[src/rtl/alu_seq_exec.sv]
// alu_seq_exec: sequential execute-stage ALU.
//   Logic ops (AND/OR/NOR/NAND) and illegal codes finish with latency 1.
//   ADD/SUB/SLT ripple through a CHUNK_W-bit adder, one chunk per clock,
//   so they finish with latency N = DATA_W/CHUNK_W.
//   Optional build macro ALU_FAST_ARITH_EN: ADD/SUB/SLT use a full-width
//   adder with latency 1, and the ARITH state is never entered.
// Ports:
//   clk_i       rising-edge clock
//   rst_i       asynchronous active-low reset
//   valid_i     request valid; accepted when valid_i && ready_o
//   ready_o     high while the unit is idle
//   src1_i      operand A
//   src2_i      operand B
//   ALUCtrl_i   4-bit operation code
//   result_o    registered result
//   zero_o      result_o == 0
//   overflow_o  signed overflow (ADD/SUB only)
//   illegal_o   last accepted code was illegal
//   done_o      one-cycle pulse when result_o and the flags update
module alu_seq_exec #(
  parameter int DATA_W  = 32,
  parameter int CHUNK_W = 8
) (
  input  logic              clk_i,
  input  logic              rst_i,
  input  logic              valid_i,
  output logic              ready_o,
  input  logic [DATA_W-1:0] src1_i,
  input  logic [DATA_W-1:0] src2_i,
  input  logic [3:0]        ALUCtrl_i,
  output logic [DATA_W-1:0] result_o,
  output logic              zero_o,
  output logic              overflow_o,
  output logic              illegal_o,
  output logic              done_o
);

  localparam logic [3:0] OP_AND  = 4'b0000;
  localparam logic [3:0] OP_OR   = 4'b0001;
  localparam logic [3:0] OP_ADD  = 4'b0010;
  localparam logic [3:0] OP_SUB  = 4'b0110;
  localparam logic [3:0] OP_SLT  = 4'b0111;
  localparam logic [3:0] OP_NOR  = 4'b1100;
  localparam logic [3:0] OP_NAND = 4'b1101;

  typedef enum logic {IDLE, ARITH} state_t;

  state_t state, state_nxt;

  function automatic logic is_arith(input logic [3:0] op);
    return (op == OP_ADD) || (op == OP_SUB) || (op == OP_SLT);
  endfunction

  // SUB and SLT both compute A + ~B + 1.
  function automatic logic is_sub(input logic [3:0] op);
    return (op == OP_SUB) || (op == OP_SLT);
  endfunction

  // Two's-complement overflow of a + b_eff giving s.
  function automatic logic signed_ovf(input logic signed [DATA_W-1:0] a,
                                      input logic signed [DATA_W-1:0] b_eff,
                                      input logic signed [DATA_W-1:0] s);
    return (a[DATA_W-1] == b_eff[DATA_W-1]) && (s[DATA_W-1] != a[DATA_W-1]);
  endfunction

  // Signed less-than from the A - B difference, corrected for overflow.
  function automatic logic slt_bit(input logic signed [DATA_W-1:0] s,
                                   input logic ovf);
    return s[DATA_W-1] ^ ovf;
  endfunction

  logic accept;
  assign ready_o = (state == IDLE);
  assign accept  = valid_i && ready_o;

  // ---- Stage p0: latched request ----
  logic signed [DATA_W-1:0] a_p0, b_p0, b_eff_p0, s_full_p0;
  logic [3:0] op_p0;
  logic       vld_p0;     // request waiting for the single-cycle output path
  logic       last_p0;    // final adder chunk is being summed this cycle

  always_ff @(posedge clk_i) begin
    if (accept) begin
      a_p0  <= src1_i;
      b_p0  <= src2_i;
      op_p0 <= ALUCtrl_i;
    end
  end

  assign b_eff_p0 = is_sub(op_p0) ? ~b_p0 : b_p0;

`ifdef ALU_FAST_ARITH_EN
  always_ff @(posedge clk_i or negedge rst_i) begin
    if (!rst_i) vld_p0 <= 1'b0;
    else        vld_p0 <= accept;
  end

  assign s_full_p0 = a_p0 + b_eff_p0 + DATA_W'(is_sub(op_p0));
  assign last_p0   = 1'b0;

  always_comb begin
    state_nxt = IDLE;
  end
`else
  localparam int N     = DATA_W / CHUNK_W;
  localparam int CNT_W = (N > 1) ? $clog2(N) : 1;

  logic [CNT_W-1:0]  cnt_p0;
  logic              carry_p0;
  logic [DATA_W-1:0] sum_acc_p0;
  logic [CHUNK_W:0]  chunk_sum_p0;
  int                base_p0;

  always_ff @(posedge clk_i or negedge rst_i) begin
    if (!rst_i) vld_p0 <= 1'b0;
    else        vld_p0 <= accept && !is_arith(ALUCtrl_i);
  end

  always_comb begin
    base_p0      = int'(cnt_p0) * CHUNK_W;
    chunk_sum_p0 = {1'b0, a_p0[base_p0 +: CHUNK_W]}
                 + {1'b0, b_eff_p0[base_p0 +: CHUNK_W]}
                 + {{CHUNK_W{1'b0}}, carry_p0};
    // Lower chunks come from the accumulator; the top chunk is still in flight.
    s_full_p0    = sum_acc_p0;
    s_full_p0[base_p0 +: CHUNK_W] = chunk_sum_p0[CHUNK_W-1:0];
  end

  assign last_p0 = (state == ARITH) && (cnt_p0 == CNT_W'(N - 1));

  always_ff @(posedge clk_i or negedge rst_i) begin
    if (!rst_i) begin
      cnt_p0   <= '0;
      carry_p0 <= 1'b0;
    end else if (accept) begin
      cnt_p0   <= '0;
      carry_p0 <= is_sub(ALUCtrl_i);
    end else if (state == ARITH) begin
      cnt_p0   <= last_p0 ? '0 : cnt_p0 + 1'b1;
      carry_p0 <= chunk_sum_p0[CHUNK_W];
    end
  end

  always_ff @(posedge clk_i) begin
    if (state == ARITH) sum_acc_p0[base_p0 +: CHUNK_W] <= chunk_sum_p0[CHUNK_W-1:0];
  end

  always_comb begin
    state_nxt = state;
    case (state)
      IDLE:    if (accept && is_arith(ALUCtrl_i)) state_nxt = ARITH;
      ARITH:   if (last_p0) state_nxt = IDLE;
      default: state_nxt = IDLE;
    endcase
  end
`endif

  always_ff @(posedge clk_i or negedge rst_i) begin
    if (!rst_i) state <= IDLE;
    else        state <= state_nxt;
  end

  // ---- Stage p1: result and flag registers ----
  logic [DATA_W-1:0] res_nxt;
  logic              ovf_nxt, ill_nxt, ovf_raw, out_en;

  assign ovf_raw = signed_ovf(a_p0, b_eff_p0, s_full_p0);
  assign out_en  = vld_p0 || last_p0;

  always_comb begin
    res_nxt = '0;
    ovf_nxt = 1'b0;
    ill_nxt = 1'b0;
    case (op_p0)
      OP_AND:  res_nxt = a_p0 & b_p0;
      OP_OR:   res_nxt = a_p0 | b_p0;
      OP_NOR:  res_nxt = ~(a_p0 | b_p0);
      OP_NAND: res_nxt = ~(a_p0 & b_p0);
      OP_ADD, OP_SUB: begin
        res_nxt = s_full_p0;
        ovf_nxt = ovf_raw;
      end
      OP_SLT:  res_nxt = {{(DATA_W-1){1'b0}}, slt_bit(s_full_p0, ovf_raw)};
      default: ill_nxt = 1'b1;
    endcase
  end

  always_ff @(posedge clk_i or negedge rst_i) begin
    if (!rst_i) begin
      result_o   <= '0;
      zero_o     <= 1'b0;
      overflow_o <= 1'b0;
      illegal_o  <= 1'b0;
      done_o     <= 1'b0;
    end else begin
      done_o <= out_en;
      if (out_en) begin
        result_o   <= res_nxt;
        zero_o     <= (res_nxt == '0);
        overflow_o <= ovf_nxt;
        illegal_o  <= ill_nxt;
      end
    end
  end

endmodule

[config.mk]
export PLATFORM = sky130hd
export DESIGN_NAME = alu_seq_exec
export DESIGN_NICKNAME = d
export VERILOG_FILES = /design/src/rtl/alu_seq_exec.sv
export SDC_FILE = /design/constraint.sdc
export NUM_CORES = 1
export LEC_CHECK = 0
export ABC_AREA = 1
export CAP_MARGIN = 20
export CORE_AREA = 2 2 130 106
export DETAILED_ROUTE_END_ITERATION = 12
export DIE_AREA = 0 0 132 108
export MAX_ROUTING_LAYER = met4
export PLACE_DENSITY = 0.85
export SLEW_MARGIN = 20
export SYNTH_ARGS = -nofsm -noshare
export SYNTH_HDL_FRONTEND = slang
export SYNTH_SLANG_ARGS = --single-unit
[constraint.sdc]
create_clock -name clk_i -period 6.6 [get_ports clk_i]
set_input_delay 1.32 -clock clk_i [delete_from_list [all_inputs] [get_ports clk_i]]
set_output_delay 1.32 -clock clk_i [all_outputs]
set_load 0.1 [all_outputs]
==> results of run 1 <==
==> power by group through the flow <==
stage          Sequential, mW  Combinational, mW  Clock (mW)
2_1_floorplan            2.25               1.26           0
3_3_place_gp             1.51               2.63           0
3_5_place_dp             1.52               2.66           0
4_1_cts                  1.51               2.69       0.936
5_1_grt                  1.55               2.93       0.974
6_report                 1.51               2.74       0.935
==> path summary, 6_finish.rpt <==
check                      depth (start not counted)   startpoint            to  slack (ps)
min                                                2  result_o[7]   result_o[7]         480
min in group asynchronous                          1        rst_i      carry_p0        1030
max                                               19    cnt_p0[1]        zero_o        2250
max reg2reg                                       19    cnt_p0[1]        zero_o        2250
min reg2reg                                        2  result_o[7]   result_o[7]         480
max in group asynchronous                          1        rst_i  result_o[30]        4990
==> cell type report <==
type	instances	share of cell area
Sequential cell	141	0.431
Multi-Input combinational cell	597	0.328
Timing Repair Buffer	112	0.118
Clock buffer	25	0.0566
Inverter	92	0.0375
Tap cell	175	0.0234
Clock inverter	7	0.00548
==> cells by family after synthesis <==
| family | after synthesis | synth area share |
|---|---|---|
| XOR/XNOR | 10 | 0.0115 |
| flip-flops | 141 | 0.527 |
| AO/OA/AOI/OAI | 191 | 0.148 |
| adder cells (fa/ha/maj) | 14 | 0.0249 |
| AND/OR/NAND/NOR | 382 | 0.216 |
| buffers and inverters | 125 | 0.0733 |
==> placed cells by master, fill, tap and decap left out, drive strengths merged, types with 4 or more instances in the layout <==
master,synthesis,final
clkdlybuf4s50,0,106
edfxtp,100,100
nand3,46,46
a21oi,56,56
nor2,82,82
inv,92,93
nor4,11,11
buf,18,6
o31ai,11,11
nand2,208,208
clkbuf,15,25
xor2,9,9
o22ai,5,5
a211oi,4,4
clkinv,0,6
o21ai,77,77
ha,12,12
nor3,22,22
a31oi,18,18
a22o,4,4
dfrtp,41,41
nand4,9,9
==> worst max-delay path, delay by kind of cell, from the launching register on <==
family	cells	cell delay (ps)
buffers and inverters	2	610
AOI/OAI and AO/OA	4	730
adders and majority gates	2	860
xor gates and xnor gates	2	450
and+or+nand+nor	9	960
DFF	1	670
==> stage by stage <==
stage	cell area, um^2	power (mW)	util
2_1_floorplan	7640	3.50	-
3_3_place_gp	8770	4.14	0.684
3_5_place_dp	8770	4.19	0.684
4_1_cts	9350	5.13	0.729
5_1_grt	9350	5.45	0.729
6_report	9350	5.19	0.729
==> per-layer routing <==
metal / up-vias / wire length [um] / GRT usage
li1: 3164 / - / -
met1: 3111 / 8550 / 0.426
met2: 426 / 9350 / 0.462
met3: 58 / 2510 / 0.0764
met4: 0 / 508 / 0.113
met5: - / 0 / -
==> sequential cells by signal (all words and copies together) (netlist names) <==
| register | flops |
|---|---|
| cnt_p0 | 2 |
| b_p0 | 32 |
| carry_p0 | 1 |
| vld_p0 | 1 |
| done_o | 1 |
| result_o | 32 |
| sum_acc_p0 | 32 |
| illegal_o | 1 |
| state | 1 |
| overflow_o | 1 |
| zero_o | 1 |
| a_p0 | 32 |
| op_p0 | 4 |
==> impl_results.md, run 1 <==
* CP Capture Type: flop
* Seq/Total Area, Yosys at 0.527
* Reg area at 4030 um^2
* Synth Register Bits at 141
* Max Root-Sink Buffers at 2
* Status: finished, final reports clean
* Worst Hold Class: flop to flop
* Clk_lat worst skew at 420 ps
* Int Pwr at 2.63 mW
* # rows at 37
* GR Overflow Total at 0
* Post-route minimum period at 4350 ps
* Antenna violations before repair at 0
* Share of cells above drive strength 1 at 0.0657
* Largest net degree at the start of global routing at 54
* CP startpoint kind: flop
* Pleak at 4.03 nW
* Area of the multi-input gates at 3070 um^2
* Post-place setup slack at 2480 ps
* Top post-synthesis cells by area: edfxtp_1 39%, dfrtp_1 13%, nand2_1 10%
* Number of hold buffers added after cts at 0
* Clock root buffer: clkbuf_16
* Synth warnings at 0
* Violation count after the first detailed-route iteration at 1061
* Actual slew at the worst max-slew pin at 1060 ps
* Die ar. at 14300 um^2
* IO Pins at 108
* Post-Syn Area per Cell at 8.86 um^2
* Fin nets at 1046
* CP Data Arrival Time at 4710 ps
* DPL Wire Length at 14.5 mm
* Starting density of the core at 0.596
* CTS tree: built
* Worst-path fanout max at 26
* Dpl cells at 1117
* Vias after detailed routing at 6759
* RePlAce Congestion at 0.976
* Fin Hold WS at 484 ps
* Final period utilization at 0.659
* Largest area contributor in the netlist: edfxtp_1
* Crit path cell chain: inv_1 > a21oi_1 > o21ai_0 > nand2_1 > xor2_1 > inv_1 > fa_1 > fa_1 > xnor2_1 > nor2_1 > nand2_1 > o21ai_0 > a21oi_1 > nand3_1 > nor2_1 > nand3_1 > nor2_1 > nand3_1 > nand2_1
* Post-Syn Instances at 863
* CTS buffer count at 17
* Final Max Tran Viols at 0
* Number of synthesized flops with an enable pin at 100
* Setup Buffers After CTS at 0
* Most common cell in the netlist: nand2_1
* Power share of the combinational group at 0.528
* Rel. slew slack at 0.289
* PortBufs at 107
* Synth Cell Area at 7640 um^2
* TritonRoute pass-1 iters at 6
* Syn-to-layout area delta at 22.3%
* Post-CTS Resized at 0
* DR vias/cell at 5.88
* Max Clock Skew at 8.99 ps
* CTS H-tree lvls at 4
* DRT Wirelength at 20.9 mm
* Synth Net Count at 948
* Register share of total power at 0.292
* All-Layer GR Usage at 0.313
* Fillers at 994
* Drc violations at 0
* Antenna Nets Post-Route at 0
* Wire per inst at 18.2 um
* First-pass GRT wire length at 33.3 mm
* Die Span Y at 108 um
* Primary FF master, synth: edfxtp_1
* Net Sw Power at 2.56 mW
* Max-cap viol count at 0
* Setup TNS at 0 ps
* Sw frac at 0.493
* Slowest Stage Delay on Critical Path at 670 ps
* Worst path required time at 6960 ps
* Vias in the first global route at 6394
* Final setup fails at 0
* ANT cells at 0
* Worst setup path category: flop to flop
* Yosys cell types at 50
* Die W at 132 um
* Share of the synthesized area in the top cell type at 0.393
* CTS sink cnt at 141
* Final Hold Fails at 0
* Core Footprint at 12800 um^2
* Power Density at 554 nW/um^2
* Worst IR drop on VDD at 0.000348 V
* Highest-delay cell along the critical path: dfrtp_1
* Worst setup margin at 2250 ps
* Fmax at 0.230 GHz
* Post-synth ARST share at 0.291
* Synth cell count leaders: 204 x nand2_1, 100 x edfxtp_1, 87 x inv_1
* Clock power frac at 0.180
* Clock transition at path regs at 60 ps
* RSZ-0062 raised after global routing: false
* Layout Cells excl Fill at 1149
Power figures use the tool's default switching activity.
==> run 2, diff against run 1 <==
Settings changed: CORE_AREA 2 2 130 106 to 2 2 135 111, DIE_AREA 0 0 132 108 to 0 0 137 113, PLACE_DENSITY 0.85 to 0.79.
Clock period 6.6 ns to 4.05 ns, I/O delays scaled along.
==> impl_results.md, run 2 (same netlist as run 1, synthesis figures left out) <==
* Max Clock Skew at 8.62 ps (-0.371 ps)
* Die W at 137 um (+3.8%)
* Layout Cells excl Fill at 1166 (+1.5%)
* RSZ-0062 raised after global routing: false
* DPL Wire Length at 15.1 mm (+4.1%)
* Commonest cells after routing, fill and taps aside: 204 x nand2_1, 105 x clkdlybuf4s50_1, 100 x edfxtp_1, 87 x inv_1, 78 x nor2_1
* Clock power frac at 0.181 (about the same)
* Commonest non-fill, non-tap cell in the layout: nand2_1
* Vias in the first global route at 6206 (-2.9%)
* Wire per inst at 17.9 um (-1.8%)
* Dpl cells at 1133 (+1.4%)
* CTS tree: built
* Setup Buffers After CTS at 0 (unchanged)
* Fmax at 0.286 GHz (+24%)
* Worst path required time at 4420 ps (-2540 ps)
* Final core occ at 0.673 (-0.0566)
* CP Capture Type: flop
* Antenna violations before repair at 1 (+1)
* Max Root-Sink Buffers at 2 (unchanged)
* Fin nets at 1053 (+0.67%)
* Reg area at 4030 um^2 (unchanged)
* Actual slew at the worst max-slew pin at 1120 ps (+66.1 ps)
* Final setup fails at 0 (unchanged)
* Worst-path fanout max at 7 (-73%)
* Die ar. at 15500 um^2 (+8.6%)
* Share of cells above drive strength 1 at 0.0765 (+0.0107)
* Crit path cell chain: inv_1 > nand3_1 > inv_2 > xor2_1 > inv_1 > fa_1 > nand2_1 > o21a_1 > nor2_1 > nor4_1 > nand2_1 > nor2_1 > nand3_1 > nor2_1 > nand3_1 > nand2_1
* Rel. slew slack at 0.245 (-0.0445)
* TritonRoute pass-1 iters at 7 (+1)
* DR vias/cell at 5.77 (-1.8%)
* Final Max Tran Viols at 0 (unchanged)
* Final Hold Fails at 0 (unchanged)
* Drc violations at 0 (unchanged)
* First-pass GRT wire length at 32.8 mm (-1.6%)
* Status: finished, final reports clean
* DRT Wirelength at 20.9 mm (-0.32%)
* Net Sw Power at 4.17 mW (+63%)
* CP startpoint kind: flop
* Hold depth at 2 (unchanged)
* Area of the multi-input gates at 3070 um^2 (unchanged)
* Starting density of the core at 0.544 (-0.0522)
* Worst setup path category: flop to flop
* Largest net degree at the start of global routing at 72 (+33%)
* Slowest Stage Delay on Critical Path at 780 ps (+110 ps)
* Final period utilization at 0.865 (+0.206)
* Antenna Nets Post-Route at 0 (unchanged)
* All-Layer GR Usage at 0.290 (-0.0229)
* CTS H-tree lvls at 4 (unchanged)
* Worst Hold Class: flop to flop
* Core Footprint at 14100 um^2 (+9.6%)
* CP Data Arrival Time at 3870 ps (-840 ps)
* Clk_lat worst skew at 430 ps (about the same)
* IO Pins at 108 (unchanged)
* Clock root buffer: clkbuf_16
* PortBufs at 107 (unchanged)
* GR Overflow Total at 0 (unchanged)
* Highest-delay cell along the critical path: nor4_1
* Int Pwr at 4.34 mW (+65%)
* Register-to-Register Path Depth at 16 (-3)
* Violation count after the first detailed-route iteration at 675 (-36%)
* Vias after detailed routing at 6733 (-0.38%)
* Syn-to-layout area delta at 23.7%
* Pleak at 4.08 nW (+1.2%)
* CTS sink cnt at 141 (unchanged)
* Post-route minimum period at 3500 ps (-847 ps)
* Power Density at 900 nW/um^2 (+62%)
* Sw frac at 0.490 (-0.00314)
* Register share of total power at 0.289 (-0.003)
* M1 WL at 9.11 mm (+6.6%)
* DR WL met2 at 8.92 mm (-4.7%)
* Post-CTS Resized at 0 (unchanged)
* Top sig layer: met4
* Fillers at 1133 (+14%)
* RePlAce Congestion at 0.989 (+1.4%)
* Power share of the combinational group at 0.530 (+0.002)
* # rows at 39 (+5.4%)
* Number of hold buffers added after cts at 0 (unchanged)
* Max-cap viol count at 0 (unchanged)
* CTS buffer count at 17 (unchanged)
* Die Span Y at 113 um (+4.6%)
* Worst IR drop on VDD at 0.000679 V (+95%)
* WL met3 at 2.30 mm (-8.6%)
* Setup TNS at 0 ps (unchanged)
* Clock transition at path regs at 60 ps (about the same)
==> run 2: critical path: cells and delay by family, from the launching register on <==
| family | cells | cell delay (ps) |
|---|---|---|
| AO/OA/AOI/OAI | 1 | 160 |
| XOR/XNOR | 1 | 160 |
| adder cells (fa/ha/maj) | 1 | 480 |
| buffers and inverters | 3 | 410 |
| flip-flops | 1 | 450 |
| AND/OR/NAND/NOR | 10 | 1790 |
==> run 2: layer usage <==
metal  vias to the layer above  track usage
li1                       3184            -
met1                      3118        0.399
met2                       384        0.402
met3                        47       0.0909
met4                         0        0.111
met5                         -            -
==> run 2: power by group through the flow <==
stage                     combinational (mW)  clock (mW)  sequential [mW]
after global routing                    4.88        1.62             2.51
final                                   4.51        1.54             2.46
after global placement                  4.35           0             2.46
after CTS                               4.45        1.55             2.45
after detailed placement                4.43           0             2.48
after floorplan                         2.05           0             3.66
==> run 2: worst paths after layout <==
kind                             startpoint            to  slack (ps)
worst max register to register     op_p0[3]        zero_o         550
worst min register to register  result_o[2]   result_o[2]         480
min in group asynchronous             rst_i  result_o[25]         520
max in group asynchronous             rst_i  result_o[31]        2940
worst min-delay path            result_o[2]   result_o[2]         480
worst max-delay path               op_p0[3]        zero_o         550
==> run 2: stage by stage <==
stage	power [mW]	instance area [um^2]	setup slack, ps	hold WS [ps]
after floorplan	5.71	7650	796	511
after global placement	6.81	8840	669	466
after detailed placement	6.91	8870	652	465
after global routing	9.00	9450	218	504
after CTS	8.45	9450	630	482
final	8.51	9450	547	479
==> run 2: layout make-up <==
type / instances / area share
tap: 184 / 0.0244
multi-input combinational: 597 / 0.325
clock buffer: 20 / 0.0506
antenna: 1 / 0.000265
sequential: 141 / 0.426
timing repair buffer: 119 / 0.125
clock inverter: 12 / 0.0114
inverter: 92 / 0.0371
